<file path="src/rtl/ledfifo_wr_arbiter_if.sv">
// Write-side bus between NUM_REQ producers, the arbiter and the FIFO pins.
// master: arbiter view (takes requests/full, drives ready/write/status).
// slave: producer/FIFO view (the mirror of master).
interface ledfifo_wr_arbiter_if #(
  parameter int WIDTH   = 8,
  parameter int NUM_REQ = 4
);
  localparam int IDW = $clog2(NUM_REQ);

  logic [NUM_REQ-1:0]       req_valid;
  logic [NUM_REQ*WIDTH-1:0] req_data;
  logic [NUM_REQ-1:0]       req_ready;
  logic                     fifo_full;
  logic                     fifo_write_en;
  logic [WIDTH-1:0]         fifo_data_in;
  logic                     grant_active;
  logic [IDW-1:0]           grant_id;
  logic [15:0]              words_written;

  modport master (
    input  req_valid, req_data, fifo_full,
    output req_ready, fifo_write_en, fifo_data_in,
    output grant_active, grant_id, words_written
  );

  modport slave (
    output req_valid, req_data, fifo_full,
    input  req_ready, fifo_write_en, fifo_data_in,
    input  grant_active, grant_id, words_written
  );
endinterface

</file>
<file path="src/rtl/ledfifo_wr_arbiter.sv">
// Round-robin write-port arbiter in front of the LED-board FIFO.
// Ports: clk, rst (sync, active low), bus (master modport):
//   req_valid/req_data/req_ready per producer, fifo_full in,
//   fifo_write_en/fifo_data_in out, grant_active/grant_id/words_written.
module ledfifo_wr_arbiter #(
  parameter int WIDTH     = 8,
  parameter int NUM_REQ   = 4,
  parameter int MAX_BURST = 4
) (
  input  logic clk,
  input  logic rst,
  ledfifo_wr_arbiter_if.master bus
);
  localparam int IDW = $clog2(NUM_REQ);
  localparam int BW  = $clog2(MAX_BURST + 1);

  localparam logic [0:0] S_IDLE  = 1'b0;
  localparam logic [0:0] S_GRANT = 1'b1;

  logic [0:0]     r_state;
  logic [IDW-1:0] r_grant_id;
  logic [IDW-1:0] r_last_id;
  logic [BW-1:0]  r_burst_cnt;
  logic [15:0]    r_words;

  logic               w_active;
  logic               w_own_valid;
  logic [WIDTH-1:0]   w_sel_data;
  logic [NUM_REQ-1:0] w_sel;
  logic               w_open;
  logic               w_wen;
  logic               w_last_beat;
  logic               w_arb;
  logic               w_any;
  logic               w_hit_hi;
  logic [IDW-1:0]     w_win_hi;
  logic [IDW-1:0]     w_win_lo;
  logic [IDW-1:0]     w_winner;

  assign w_active = (r_state == S_GRANT);

  always_comb begin
    w_own_valid = 1'b0;
    w_sel_data  = '0;
    w_sel       = '0;
    for (int i = 0; i < NUM_REQ; i++) begin
      if (IDW'(i) == r_grant_id) begin
        w_own_valid = bus.req_valid[i];
        w_sel_data  = bus.req_data[i*WIDTH +: WIDTH];
        w_sel[i]    = 1'b1;
      end
    end
  end

  assign w_open      = rst & w_active & ~bus.fifo_full;
  assign w_wen       = w_open & w_own_valid;
  assign w_last_beat = (r_burst_cnt == BW'(MAX_BURST - 1));
  assign w_arb       = ~w_active | ~w_own_valid |
                       (w_wen & w_last_beat);

  // Rotating priority: ids above last_id first, then wrap to 0.
  // Scanning downward leaves the lowest hit of each half.
  always_comb begin
    w_any    = 1'b0;
    w_hit_hi = 1'b0;
    w_win_hi = '0;
    w_win_lo = '0;
    for (int i = NUM_REQ - 1; i >= 0; i--) begin
      if (bus.req_valid[i]) begin
        w_any = 1'b1;
        if (IDW'(i) > r_last_id) begin
          w_hit_hi = 1'b1;
          w_win_hi = IDW'(i);
        end else begin
          w_win_lo = IDW'(i);
        end
      end
    end
    w_winner = w_hit_hi ? w_win_hi : w_win_lo;
  end

  always_ff @(posedge clk) begin
    if (!rst) begin
      r_state     <= S_IDLE;
      r_grant_id  <= '0;
      r_last_id   <= IDW'(NUM_REQ - 1);
      r_burst_cnt <= '0;
      r_words     <= '0;
    end else begin
      if (w_wen) r_words <= r_words + 16'd1;
      if (w_arb) begin
        r_burst_cnt <= '0;
        if (w_any) begin
          r_state    <= S_GRANT;
          r_grant_id <= w_winner;
          r_last_id  <= w_winner;
        end else begin
          r_state <= S_IDLE;
        end
      end else if (w_wen) begin
        r_burst_cnt <= r_burst_cnt + BW'(1);
      end
    end
  end

  assign bus.req_ready     = w_sel & {NUM_REQ{w_open}};
  assign bus.fifo_write_en = w_wen;
  assign bus.fifo_data_in  = w_wen ? w_sel_data : '0;
  assign bus.grant_active  = w_active;
  assign bus.grant_id      = r_grant_id;
  assign bus.words_written = r_words;
endmodule

</file>
<file path="src/flat_wrapper.sv">
// flat-port wrapper written by rule: the top's interface ports become plain ports
module ledfifo_wr_arbiter_flat 
#(
  parameter int WIDTH     = 8,
  parameter int NUM_REQ   = 4,
  parameter int MAX_BURST = 4
)
  (clk, rst, bus_req_valid, bus_req_data, bus_fifo_full, bus_req_ready, bus_fifo_write_en, bus_fifo_data_in, bus_grant_active, bus_grant_id, bus_words_written);
  ledfifo_wr_arbiter_if #(.WIDTH(WIDTH), .NUM_REQ(NUM_REQ)) bus_i ();
  input  logic clk;
  input  logic rst;
  input wire logic [$bits(bus_i.req_valid)-1:0] bus_req_valid;
  input wire logic [$bits(bus_i.req_data)-1:0] bus_req_data;
  input wire logic [$bits(bus_i.fifo_full)-1:0] bus_fifo_full;
  output wire logic [$bits(bus_i.req_ready)-1:0] bus_req_ready;
  output wire logic [$bits(bus_i.fifo_write_en)-1:0] bus_fifo_write_en;
  output wire logic [$bits(bus_i.fifo_data_in)-1:0] bus_fifo_data_in;
  output wire logic [$bits(bus_i.grant_active)-1:0] bus_grant_active;
  output wire logic [$bits(bus_i.grant_id)-1:0] bus_grant_id;
  output wire logic [$bits(bus_i.words_written)-1:0] bus_words_written;
  assign bus_i.req_valid = bus_req_valid;
  assign bus_i.req_data = bus_req_data;
  assign bus_i.fifo_full = bus_fifo_full;
  assign bus_req_ready = bus_i.req_ready;
  assign bus_fifo_write_en = bus_i.fifo_write_en;
  assign bus_fifo_data_in = bus_i.fifo_data_in;
  assign bus_grant_active = bus_i.grant_active;
  assign bus_grant_id = bus_i.grant_id;
  assign bus_words_written = bus_i.words_written;
  ledfifo_wr_arbiter #(.WIDTH(WIDTH), .NUM_REQ(NUM_REQ), .MAX_BURST(MAX_BURST)) u_core (.clk(clk), .rst(rst), .bus(bus_i));
endmodule
</file>
<file path="config.mk">
export PLATFORM = sky130hd
export DESIGN_NAME = ledfifo_wr_arbiter_flat
export DESIGN_NICKNAME = d
export VERILOG_FILES = /design/src/rtl/ledfifo_wr_arbiter_if.sv /design/src/rtl/ledfifo_wr_arbiter.sv /design/src/flat_wrapper.sv
export SDC_FILE = /design/constraint.sdc
export NUM_CORES = 1
export LEC_CHECK = 0
export ABC_CLOCK_PERIOD_IN_PS = 2700
export BUFFER_PORTS_ARGS = -buffer_cell sky130_fd_sc_hd__buf_2
export CORE_MARGIN = 5
export CORE_UTILIZATION = 45
export DETAILED_ROUTE_END_ITERATION = 8
export GPL_TIMING_DRIVEN = 0
export PLACE_DENSITY = 0.85
export SYNTH_ARGS = -nofsm -noshare
export SYNTH_HDL_FRONTEND = slang
export SYNTH_SLANG_ARGS = --single-unit
</file>
<file path="constraint.sdc">
create_clock -name clk -period 2.7 [get_ports clk]
set_clock_uncertainty 0.2 [all_clocks]
set_input_delay 0.54 -clock clk [delete_from_list [all_inputs] [get_ports clk]]
set_output_delay 0.54 -clock clk [all_outputs]
set_load 0.01 [all_outputs]
</file>
After elaboration in Yosys (flattened, before gate mapping)
Cells that the tools add are included.
- word-level logic and storage cells: 72
- output and inout bits: 32
- register bits: 24
- equality and inequality tests: 4
- magnitude comparators: 4
- add/sub/neg operators: 2
- reduce and logical (&&, ||, !) cells: 3
- mux-type cells: 43
- bitwise gates (word level): 11
- operator list (operator ; count):
    8-bit 2-to-1 mux ; 5
    2-bit 2-to-1 mux ; 17
    1-bit 2-to-1 mux ; 21
    16-bit by 1-bit adder with 16-bit output, second input constant ; 1
    1-bit bitwise AND ; 4
    4-bit bitwise AND ; 1
    2-bit == test, first input constant ; 2
    1-bit by 2-bit > comparator with 1-bit output, first input constant ; 2
    2-bit > comparator, first input constant ; 2
    1-bit inverter ; 4
    3-bit by 1-bit adder with 3-bit output, second input constant ; 1
    3-bit by 2-bit == test with 1-bit output, second input constant ; 1
    1-bit by 2-bit == test with 1-bit output, first input constant ; 1
    2-bit logical NOT ; 1
    1-bit bitwise OR ; 2
    2-bit AND reduction ; 1
    2-bit OR reduction ; 1

Longest topological paths before layout
- depth after elaboration: 10
- mapped depth: 6
- gate-level depth less buffers: 6

Worst setup path after synthesis
Ideal clock, no wire load.
- path type: register -> output
- start point: register u_core.r_grant_id[0] (netlist: u_core.bus.grant_id[0])
- end point: output bus_fifo_data_in[2]
- buffers on the path: 2
- arrival: 1.638 ns
- cell stages (with the launch flop): 5
- slack: 0.322 ns
- path through: dfxtp_1 > buf_6 > clkbuf_1 > mux4_2 > and3_1
- cells in the longest elaborated chain, start to end: 7
- elaborated cells between the ends (all ways): 14
- those cells by class: eq/ne (3); mux (9); bitwise (1); reduce/logical (1)
- RTL lines (what ; line ; source):
    start, declared ; ledfifo_wr_arbiter.sv:21 ; logic [IDW-1:0] r_grant_id;
    start signal, assigned ; ledfifo_wr_arbiter.sv:95 ; r_grant_id <= w_winner;
    2-bit logical NOT ; ledfifo_wr_arbiter.sv:47 ; if (IDW'(i) == r_grant_id) begin
    1-bit 2-to-1 mux (4 in series) ; ledfifo_wr_arbiter.sv:47 ;
    1-bit bitwise AND ; ledfifo_wr_arbiter.sv:56 ; assign w_wen = w_open & w_own_valid;
    8-bit 2-to-1 mux * ; ledfifo_wr_arbiter.sv:108 ; assign bus.fifo_data_in = w_wen ? w_sel_data : '0;
    end, declared ; flat_wrapper.sv:17 ; output wire logic [$bits(bus_i.fifo_data_in)-1:0] bus_fifo_data_in;
Mark *: on every way between the ends. The rest lies on a longest branch, timed or not.

Worst setup path in the final report
Same ends and word-level chain as after synthesis.

==> results by group <==
Drt
  • Routed WL: approximately 3700 um
  • DR pass1 iterations: 4
  • Avg WL per Cell: approximately 13 um
  • Via count: roughly 1500
  • Residual DRC count: 0
  • 1st-iter DRT viols: around 130
  • Via density per instance: between 5 and 6
  • Post-DRT Antenna Nets: 0

CTS
  • Max Root-Sink Buffers: 2
  • Clock sinks: 24
  • H-Tree Depth: 1
  • Clk root buf: clkbuf_4
  • CTS clk-pin slew, worst paths: about 0.13 ns
  • CTS tree: built
  • TritonCTS Buffers: 3
  • Worst-Skew Late Latency: 0.31 ns

Yosys
  • Synth Flop Type: dfxtp_1
  • Netlist area before placement: 1440 sq um
  • Multiplexer share of the synthesized area: between 10% and 20%
  • Yosys cell types: 39
  • Largest family of logic cells by synthesized area: simple AND/OR/NAND/NOR gates
  • Sequential area share after synthesis: 33.4%
  • Synth Area in Compound Gates: around 12%
  • Syn nets: 202
  • Async set or reset register ratio after synthesis: 0%
  • XOR/XNOR Fraction of Synth Area: 4.26%
  • Ys Warns: 0
  • Simple logic cell fraction of the synthesized area: approximately a quarter
  • Number of synthesized flops with an enable pin: 0
  • Adder-cell area share of the yosys netlist: approximately 2.6%
  • #FFs+latches synth: 24
  • Post-Syn Instances: 160
  • Synthesized area per cell: approximately 9.0 sq um

Die
  • Core Region: around 3000 sq um
  • Row count: 20
  • DIE HEIGHT: around 67 um
  • IO Pins: 71
  • DIE WIDTH: between 60 and 70 um
  • Starting utilization of the core area: a little under half
  • Die ar.: 4430 sq um

Global routing
  • GR Overflow Total: 0
  • Vias in the first global route: 1348
  • Initial antenna violation count: 0
  • Largest net degree at the start of global routing: 15
  • GR Util met1: between 10% and 20%
  • GRT Total Usage: around 17%
  • Met2 usage: between 30% and 40%
  • M3 GR Usage: around 4%
  • First-pass GRT wire length: around 6000 um
  • Gr busiest metal: met2

Flow run
  • Max cap viols: 0

Placed design
  • HPWL after DPL: between 2000 and 3000 um
  • Port bufs: 70
  • Gpl congestion: around 0.83

Pwr
  • VDD IR-drop max: ~0.32 mV
  • Tot Pwr: ~0.8 mW
  • Leak Pwr: just over 0.9 nW
  • PwrDens: ~430 nW/um^2

Worst setup path
  • Crit path capture type: output port
  • Max FO, Critical Path: 10
  • Crit path DAT: about 1.9 ns
  • Crit path kind: reg2out
  • Critical Path Source Type: register
  • Worst endpoint required time: roughly 2.0 ns

Timing
  • RSZ-0062 raised after global routing: no
  • Final setup TNS: 0 ns
  • Fin crit share: 96.6%
  • Final-report max-slew violation count: 0
  • Peak Freq: between 0.3 and 0.4 GHz
  • Hold slack: 0.279 ns
  • Slew @ Worst Pin: approximately 0.44 ns
  • Slew headroom: 70.6%
  • Fin. Hold Viols: 0
  • Tmin final: approximately 2.6 ns
  • Final setup fails: 0

Final layout
  • # diodes: 0
  • Share of layout cells above drive strength 1: 40.0%
  • Area growth, synth to finish: 33.0%
  • Nets@finish: approximately 280

Outcome
  • Status: complete, no violations

Hold path
  • Hold Crit Class: in2reg
## final cells by class
type	count	area [sq um]
Sequential cell	24	480
Multi-Input combinational cell	121	890
Clock buffer	3	22.5
Fill cell	279	1140
Inverter	5	18.8
Buffer	10	60.1
Tap cell	44	55.1
Timing Repair Buffer	71	358
Clock inverter	1	30.0
## where the power goes
group          total, mW  switching (mW)  internal (mW)
Clock              0.258           0.108          0.150
Combinational      0.191          0.0885          0.102
Sequential         0.373         0.00847          0.365
## metrics by stage
step	cells	cell area (sq um)	worst slack [ns]	utilization (%)
after CTS	278	1900	0.00216	62.4
after detailed placement	274	1840	0.0936	60.4
after floorplan	160	1440	0.322	-
after global placement	274	1840	0.124	60.4
final	279	1910	0.0925	62.7
after global routing	279	1910	0.0131	62.7
## sequential cells by signal (all words and copies together), names as in the netlist
name                      flops
u_core.bus.grant_active       1
u_core.bus.words_written     16
u_core.bus.grant_id           2
u_core.r_last_id              2
u_core.r_burst_cnt            3
## worst paths after layout
check,cells after the start,slack [ns],end,from
min,2,0.28,u_core.r_last_id[0],rst
max,5,0.09,bus_fifo_data_in[2],u_core.bus.grant_id[0]
min reg2reg,2,0.31,u_core.bus.words_written[15],u_core.bus.words_written[15]
max reg2reg,6,0.61,u_core.bus.words_written[12],u_core.bus.grant_id[0]
## logic make-up (layout without fill, tap and decap cells)
group | Yosys count | after routing
xor gates and xnor gates | 7 | 7
AOI/OAI and AO/OA | 31 | 31
and+or+nand+nor | 69 | 69
DFF | 24 | 24
adders and majority gates | 3 | 3
muxes | 11 | 11
buffers and inverters | 15 | 90
## cells in the mapped netlist (2+ instances only)
cell type	instances	area share [%]
dfxtp_1	24	33
nor2_1	14	3.7
nand3_1	5	1.7
mux4_1	2	3.7
nand4_1	7	3.0
or3_2	2	1.0
xnor2_1	2	1.2
buf_2	3	1.0
a31oi_1	3	1.3
xor2_1	5	3.0
or3_1	6	2.6
and3b_1	2	1.2
o21ai_0	11	3.8
clkbuf_1	5	1.3
a21oi_1	11	3.8
inv_1	4	1.0
nand2_1	9	2.3
and3_1	14	6.1
mux4_2	7	11
and2_1	3	1.3
ha_1	3	2.6
## worst max-delay path: stages (launching register included)
cell and delay (ns):
dfxtp_1 0.36, buf_6 0.13, mux4_2 0.56, buf_4 0.20, and3_1 0.17, buf_2 0.14
## layer usage
layer  part of all wire, %  up-vias
li1                      -      747
met1                    41      671
met2                    54       37
met3                   5.0        2
met4                  0.38        0
met5                     0        -
## layout by cell type, fill, tap and decap left out, types with 2 or more instances in the layout
cell type   n
a21oi_1    11
a31oi_1     3
and2_1      3
and3_1     14
and3b_1     2
buf_2      73
buf_4       3
clkbuf_2    3
clkbuf_4    3
dfxtp_1    24
ha_1        3
inv_1       4
mux4_1      2
mux4_2      7
nand2_1     9
nand3_1     5
nand4_1     7
nor2_1     14
o21ai_0    11
or3_1       6
or3_2       2
xnor2_1     2
xor2_1      5
## timing repair
| action | 4_1_cts | 5_1_grt |
|---|---|---|
| resized for setup | 4 | 6 |
| setup endpoints to repair | 8 | 10 |
| setup buffers | 0 | 1 |
| hold buffers | 0 | 0 |
Power figures use the tool's default switching activity.
